## config.mk

```make
export PLATFORM = sky130hd
export DESIGN_NAME = regfile_wb_arbiter
export DESIGN_NICKNAME = d
export VERILOG_FILES = /design/src/rtl/regfile_pkg.sv /design/src/rtl/wb_fifo.sv /design/src/rtl/regfile_wb_arbiter.sv
export SDC_FILE = /design/constraint.sdc
export NUM_CORES = 1
export LEC_CHECK = 0
export BUFFER_PORTS_ARGS = -buffer_cell sky130_fd_sc_hd__buf_2
export CAP_MARGIN = 20
export CORE_MARGIN = 2
export CORE_UTILIZATION = 57
export CTS_CLUSTER_SIZE = 16
export DETAILED_ROUTE_END_ITERATION = 16
export GPL_ROUTABILITY_DRIVEN = 0
export GPL_TIMING_DRIVEN = 0
export PLACE_DENSITY_LB_ADDON = 0.05
export SLEW_MARGIN = 10
export SYNTH_ARGS = -nofsm -noshare
export SYNTH_HDL_FRONTEND = slang
export SYNTH_SLANG_ARGS = --single-unit
export TNS_END_PERCENT = 100
```

## constraint.sdc

```tcl
create_clock -name clk -period 2.95 [get_ports clk]
set_input_delay 0.4425 -clock clk [delete_from_list [all_inputs] [get_ports clk]]
set_output_delay 0.4425 -clock clk [all_outputs]
set_load 0.01 [all_outputs]
```

## src/rtl/regfile_pkg.sv

```systemverilog
// Shared register-file write-back types: widths and the queued write entry.
package regfile_pkg;

  localparam int DATA_W = 32;
  localparam int REG_AW = 5;
  localparam int NREG   = 2**REG_AW;

  typedef struct packed {
    logic [REG_AW-1:0] rd;
    logic [DATA_W-1:0] data;
  } wb_entry_t;

endpackage

```

## src/rtl/wb_fifo.sv

```systemverilog
// Synchronous FIFO of write-back entries; head is valid the cycle after a push.
// Push is ignored when full and pop is ignored when empty; pointers wrap modulo DEPTH.
module wb_fifo
  import regfile_pkg::*;
#(
  parameter int DEPTH = 4
) (
  input  logic                     clk,
  input  logic                     rst,
  input  logic                     push,
  input  wb_entry_t                din,
  input  logic                     pop,
  output wb_entry_t                head,
  output logic                     full,
  output logic                     empty,
  output logic [$clog2(DEPTH):0]   count
);

  localparam int AW = $clog2(DEPTH);
  localparam int CW = AW + 1;

  wb_entry_t       mem [DEPTH];
  logic [AW-1:0]   wr_ptr;
  logic [AW-1:0]   rd_ptr;
  logic            push_ok;
  logic            pop_ok;

  assign full    = (count == CW'(DEPTH));
  assign empty   = (count == '0);
  assign push_ok = push && !full;
  assign pop_ok  = pop && !empty;
  assign head    = mem[rd_ptr];

  always_ff @(posedge clk) begin
    if (push_ok) begin
      mem[wr_ptr] <= din;
    end
  end

  always_ff @(posedge clk) begin
    if (rst) begin
      wr_ptr <= '0;
      rd_ptr <= '0;
      count  <= '0;
    end else begin
      if (push_ok) wr_ptr <= wr_ptr + 1'b1;
      if (pop_ok)  rd_ptr <= rd_ptr + 1'b1;
      case ({push_ok, pop_ok})
        2'b10:   count <= count + 1'b1;
        2'b01:   count <= count - 1'b1;
        default: count <= count;
      endcase
    end
  end

endmodule

```

## src/rtl/regfile_wb_arbiter.sv

```systemverilog
// Merges ALU (latency 1) and queued long-latency (latency >=2) results onto the regfile write port.
// ALU is held off only when the queue head has lost STARVE_LIMIT times; b_ready = queue not full.
module regfile_wb_arbiter
  import regfile_pkg::*;
#(
  parameter int DEPTH        = 4,
  parameter int STARVE_LIMIT = 3
) (
  input  logic                   clk,
  input  logic                   rst,
  input  logic                   a_valid,
  output logic                   a_ready,
  input  logic [REG_AW-1:0]      a_rd,
  input  logic [DATA_W-1:0]      a_data,
  input  logic                   iss_valid,
  input  logic [REG_AW-1:0]      iss_rd,
  input  logic                   b_valid,
  output logic                   b_ready,
  input  logic [REG_AW-1:0]      b_rd,
  input  logic [DATA_W-1:0]      b_data,
  output logic                   we,
  output logic [REG_AW-1:0]      rw,
  output logic [DATA_W-1:0]      rwd,
  output logic [NREG-1:0]        busy,
  output logic [$clog2(DEPTH):0] fifo_cnt,
  output logic                   waw_err
);

  localparam int SW = (STARVE_LIMIT < 1) ? 1 : $clog2(STARVE_LIMIT + 1);
  localparam logic [SW-1:0] LIMIT = SW'(STARVE_LIMIT);

  wb_entry_t         head;
  wb_entry_t         push_entry;
  logic              full;
  logic              empty;
  logic              a_acc;
  logic              b_acc;
  logic              push;
  logic              pop;
  logic [SW-1:0]     starve_cnt;
  logic [NREG-1:0]   busy_nxt;
  logic              err_hit;

  // Register-0 results are accepted but never enter the queue.
  assign a_ready    = !((starve_cnt == LIMIT) && !empty);
  assign b_ready    = !full;
  assign a_acc      = a_valid && a_ready;
  assign b_acc      = b_valid && b_ready;
  assign push       = b_acc && (b_rd != '0);
  assign pop        = !a_acc && !empty;
  assign push_entry = '{rd: b_rd, data: b_data};

  wb_fifo #(.DEPTH(DEPTH)) u_fifo (
    .clk   (clk),
    .rst   (rst),
    .push  (push),
    .din   (push_entry),
    .pop   (pop),
    .head  (head),
    .full  (full),
    .empty (empty),
    .count (fifo_cnt)
  );

  // Clear for the popped head is applied first so a same-cycle reservation wins.
  always_comb begin
    busy_nxt = busy;
    if (pop) busy_nxt[head.rd] = 1'b0;
    if (iss_valid && (iss_rd != '0)) busy_nxt[iss_rd] = 1'b1;
  end

  always_comb begin
    err_hit = 1'b0;
    if (a_acc && (a_rd != '0) && busy[a_rd])       err_hit = 1'b1;
    if (push && !busy[b_rd])                       err_hit = 1'b1;
    if (iss_valid && (iss_rd != '0) && busy[iss_rd]) err_hit = 1'b1;
  end

  always_ff @(posedge clk) begin
    if (rst) begin
      we         <= 1'b0;
      rw         <= '0;
      rwd        <= '0;
      busy       <= '0;
      waw_err    <= 1'b0;
      starve_cnt <= '0;
    end else begin
      we <= 1'b0;
      if (a_acc) begin
        if (a_rd != '0) begin
          we  <= 1'b1;
          rw  <= a_rd;
          rwd <= a_data;
        end
      end else if (pop) begin
        we  <= 1'b1;
        rw  <= head.rd;
        rwd <= head.data;
      end

      if (empty || pop)  starve_cnt <= '0;
      else if (a_acc)    starve_cnt <= starve_cnt + 1'b1;

      busy <= busy_nxt;
      if (err_hit) waw_err <= 1'b1;
    end
  end

endmodule

```

==> results.ini <==
[floorplanning]
die_h_um = 136
ios = 160
die_area_um2 = 18600
initial_utilization_pct = 57.9
coreArea_um2 = 17200
rows = 48
die-width_um = 136

[sta]
drv_slew = 0
hold_slack_ns = 0.132
finalCriticalPeriod_ns = 2.60
layout_setup_ws_ns = 0.348
fin_crit_sh_pct = 88.2
rsz0062_at_grt = no
slew_headroom_pct = 48.9
skew_ns = 0.0207
setup_viol = 0
worstMarginPinSlew_ns = 0.766
hold_viol = 0
clock.fmax_mhz = 384

[synth]
synth_nets = 822
async_reset_ff_share_pct = 0
synth.avg_cell_area_um2 = 13.7
ys_seq_area_share_pct = 61.0
ys_types = 51
synth-edff-count = 148
synthTopCellsByArea = edfxtp_1, dfxtp_1, mux4_2
yosys_warnings = 0
netlist_area_um2 = 9980
yosys.area.top_type = edfxtp_1
yosysTopAreaCellShare_pct = 44.5
synth_ff_type = edfxtp_1
syn_inst = 731
ys_ff_latch = 230

[routing]
num_vias = 7070
ant_nets = 0
drt_pass1_iterations = 5
wirelength_mm = 25.6
wl_per_cell_um = 22.1
drc_errors = 0
via_per_inst = 6.12
drtIter0Drc = 674

[pwr]
leakagePower_nw = 4.33
combPwrFrac_pct = 24.7
powerDensity_nw_per_um2 = 762
intPower_w = 0.00644
clockPowerShare_pct = 31.3
seqPwrFrac_pct = 44.0
peakVddDrop_mv = 0.597
power_w = 0.00906
switching_share_pct = 28.9
power.switching_w = 0.00262

[final_layout]
diodes = 0
multi_input_comb_area_um2 = 3620
fin_area_um2 = 11900
layout-drive-gt1-share_pct = 32.7
layout.area.seq_um2 = 6090
syn2layout_area_growth_pct = 19.0
nFillCells = 1229
finalNetCount = 1005

[place]
postPlaceCellArea_um2 = 11200
port_buffers = 154
pre_cts_slack_ns = -0.0678
dpl.hpwl_mm = 18.0

[clock_tree]
post_cts_buffers = 0
hold_buffers = 0
cts_htree_levels = 1
cts.sinks = 230
root_buffer = clkbuf_16
clk_pin_slew_ns = 0.06
insertion_delay_ns = 0.52
cts_tree = yes
clock_path_buffers = 3
cts-resized-gates = 0
cts_made_buffers = 23

[critical_path]
path_buf_inv = 2
worstPathArrival_ns = 3.04
critPathMaxFanout = 9
path_cells = or3b_2 -> o211a_1 -> inv_1 -> ha_1 -> inv_1 -> fa_1 -> xor2_1 -> or3_1 -> a21oi_1
critical_path.startpoint_type = flop
cp_slowest_cell = or3b_2
cpMostUsedCell = inv_1
cp_top_family = simple AND/OR/NAND/NOR gates
max_stage_delay_ns = 0.50
worst-setup-path-type = flop to flop
critPathCaptureType = flop
worstPathRequired_ns = 3.39

[job]
cap_violations = 0

[min_path]
hold_class = input port to flop

[grt]
grt_pass1_vias = 7140
gr-total-overflow = 0
antenna_found_initial = 0
grt_start_max_net_pins = 23
grt_pass1_wl_mm = 39.0
grt_usage_pct = 28.0

[status]
status = finished clean

[synth_stat cells (8+ instances only)]
| cell | n |
|---|---|
| nand3b_1 | 8 |
| nand3_1 | 43 |
| a21oi_1 | 34 |
| nand2_1 | 82 |
| a311oi_2 | 29 |
| a311oi_1 | 10 |
| clkbuf_1 | 27 |
| buf_2 | 14 |
| mux2i_1 | 14 |
| nor2b_1 | 10 |
| dfxtp_1 | 82 |
| inv_1 | 10 |
| o21ai_0 | 29 |
| edfxtp_1 | 148 |
| nor2_1 | 57 |
| mux4_2 | 52 |
[state kept, by name, indices dropped and copies added (netlist names), named ones only]
name           flops
u_fifo.mem       148
u_fifo.count       3
rw                 5
u_fifo.wr_ptr      2
starve_cnt         2
busy              32
waw_err            1
u_fifo.rd_ptr      2
rwd               32
we                 1
[power by group through the flow]
stage	Clock, W	Sequential, W	Combinational, W
2_1_floorplan	0	0.00408	0.00144
3_5_place_dp	0	0.00405	0.00223
6_report	0.00283	0.00398	0.00224
3_3_place_gp	0	0.00404	0.00215
4_1_cts	0.00287	0.00398	0.00225
5_1_grt	0.00298	0.00402	0.00243
[final cells by class]
cell class | instances | share of cell area, %
clock inverter | 9 | 0.790
multi-input combinational | 440 | 30.5
tap | 225 | 2.37
sequential | 230 | 51.2
timing repair buffer | 158 | 7.41
clock buffer | 33 | 5.36
inverter | 10 | 0.316
buffer | 51 | 2.07
[worst register-to-register path: stages (launching register included)]
cell and delay (ns):
dfxtp_1 0.43, or3b_2 0.50, o211a_1 0.24, inv_1 0.11, ha_1 0.20, inv_1 0.08
fa_1 0.37, xor2_1 0.16, or3_1 0.32, a21oi_1 0.14
[final timing paths]
check	startpoint	end	slack (ns)	depth (start not counted)
setup / recovery	u_fifo.count[2]	u_fifo.count[2]	0.35	9
hold / removal	b_data[29]	u_fifo.mem[2][29]	0.13	1
hold reg to reg	starve_cnt[0]	starve_cnt[0]	0.47	1
setup reg to reg	u_fifo.count[2]	u_fifo.count[2]	0.35	9
[routing by layer]
metal,part of all wire (%),wire length (um),vias up,track usage [%]
met4,3.6,912,0,11.6
met2,48,12300,364,44.7
met5,0,0,-,0
met3,8.4,2150,64,5.41
li1,-,-,3183,-
met1,40,10200,3459,37.9
[kinds of logic (layout without fill, tap and decap cells)]
group,Yosys count,in the layout,share of synthesized area (%)
flip-flops,230,230,61.0
XOR/XNOR,5,5,0.439
adder cells (fa/ha/maj),7,7,0.952
multiplexers,73,73,13.9
buffers and inverters,61,261,2.84
AO/OA/AOI/OAI,125,125,10.3
AND/OR/NAND/NOR,230,230,10.6
[per-stage QoR]
| stage | setup TNS [ns] | utilization (%) | std cells |
|---|---|---|---|
| after global routing | 0 | 68.9 | 1156 |
| final | 0 | 68.9 | 1156 |
| after floorplan | 0 | - | 731 |
| after CTS | 0 | 68.9 | 1156 |
| after global placement | -76.16 | 64.0 | 1110 |
| after detailed placement | -0.0678 | 64.7 | 1114 |
[cells in the final DEF, fill, tap and decap left out, types with 5 or more instances in the layout]
cell	netlist	layout
edfxtp_1	148	148
buf_2	14	168
nand2b_1	6	6
nor2_1	57	57
mux2_2	7	7
ha_1	6	6
mux4_2	52	52
clkbuf_16	0	23
inv_1	10	10
nand3_1	43	43
nor2b_1	10	10
dfxtp_1	82	82
a21oi_1	34	34
nand3b_1	8	8
nand2_1	82	82
buf_1	5	5
a311oi_1	10	10
clkbuf_1	27	34
mux2i_1	14	14
buf_6	5	5
o21ai_0	29	29
a311oi_2	29	29
(Power assumes the default switching activity.)
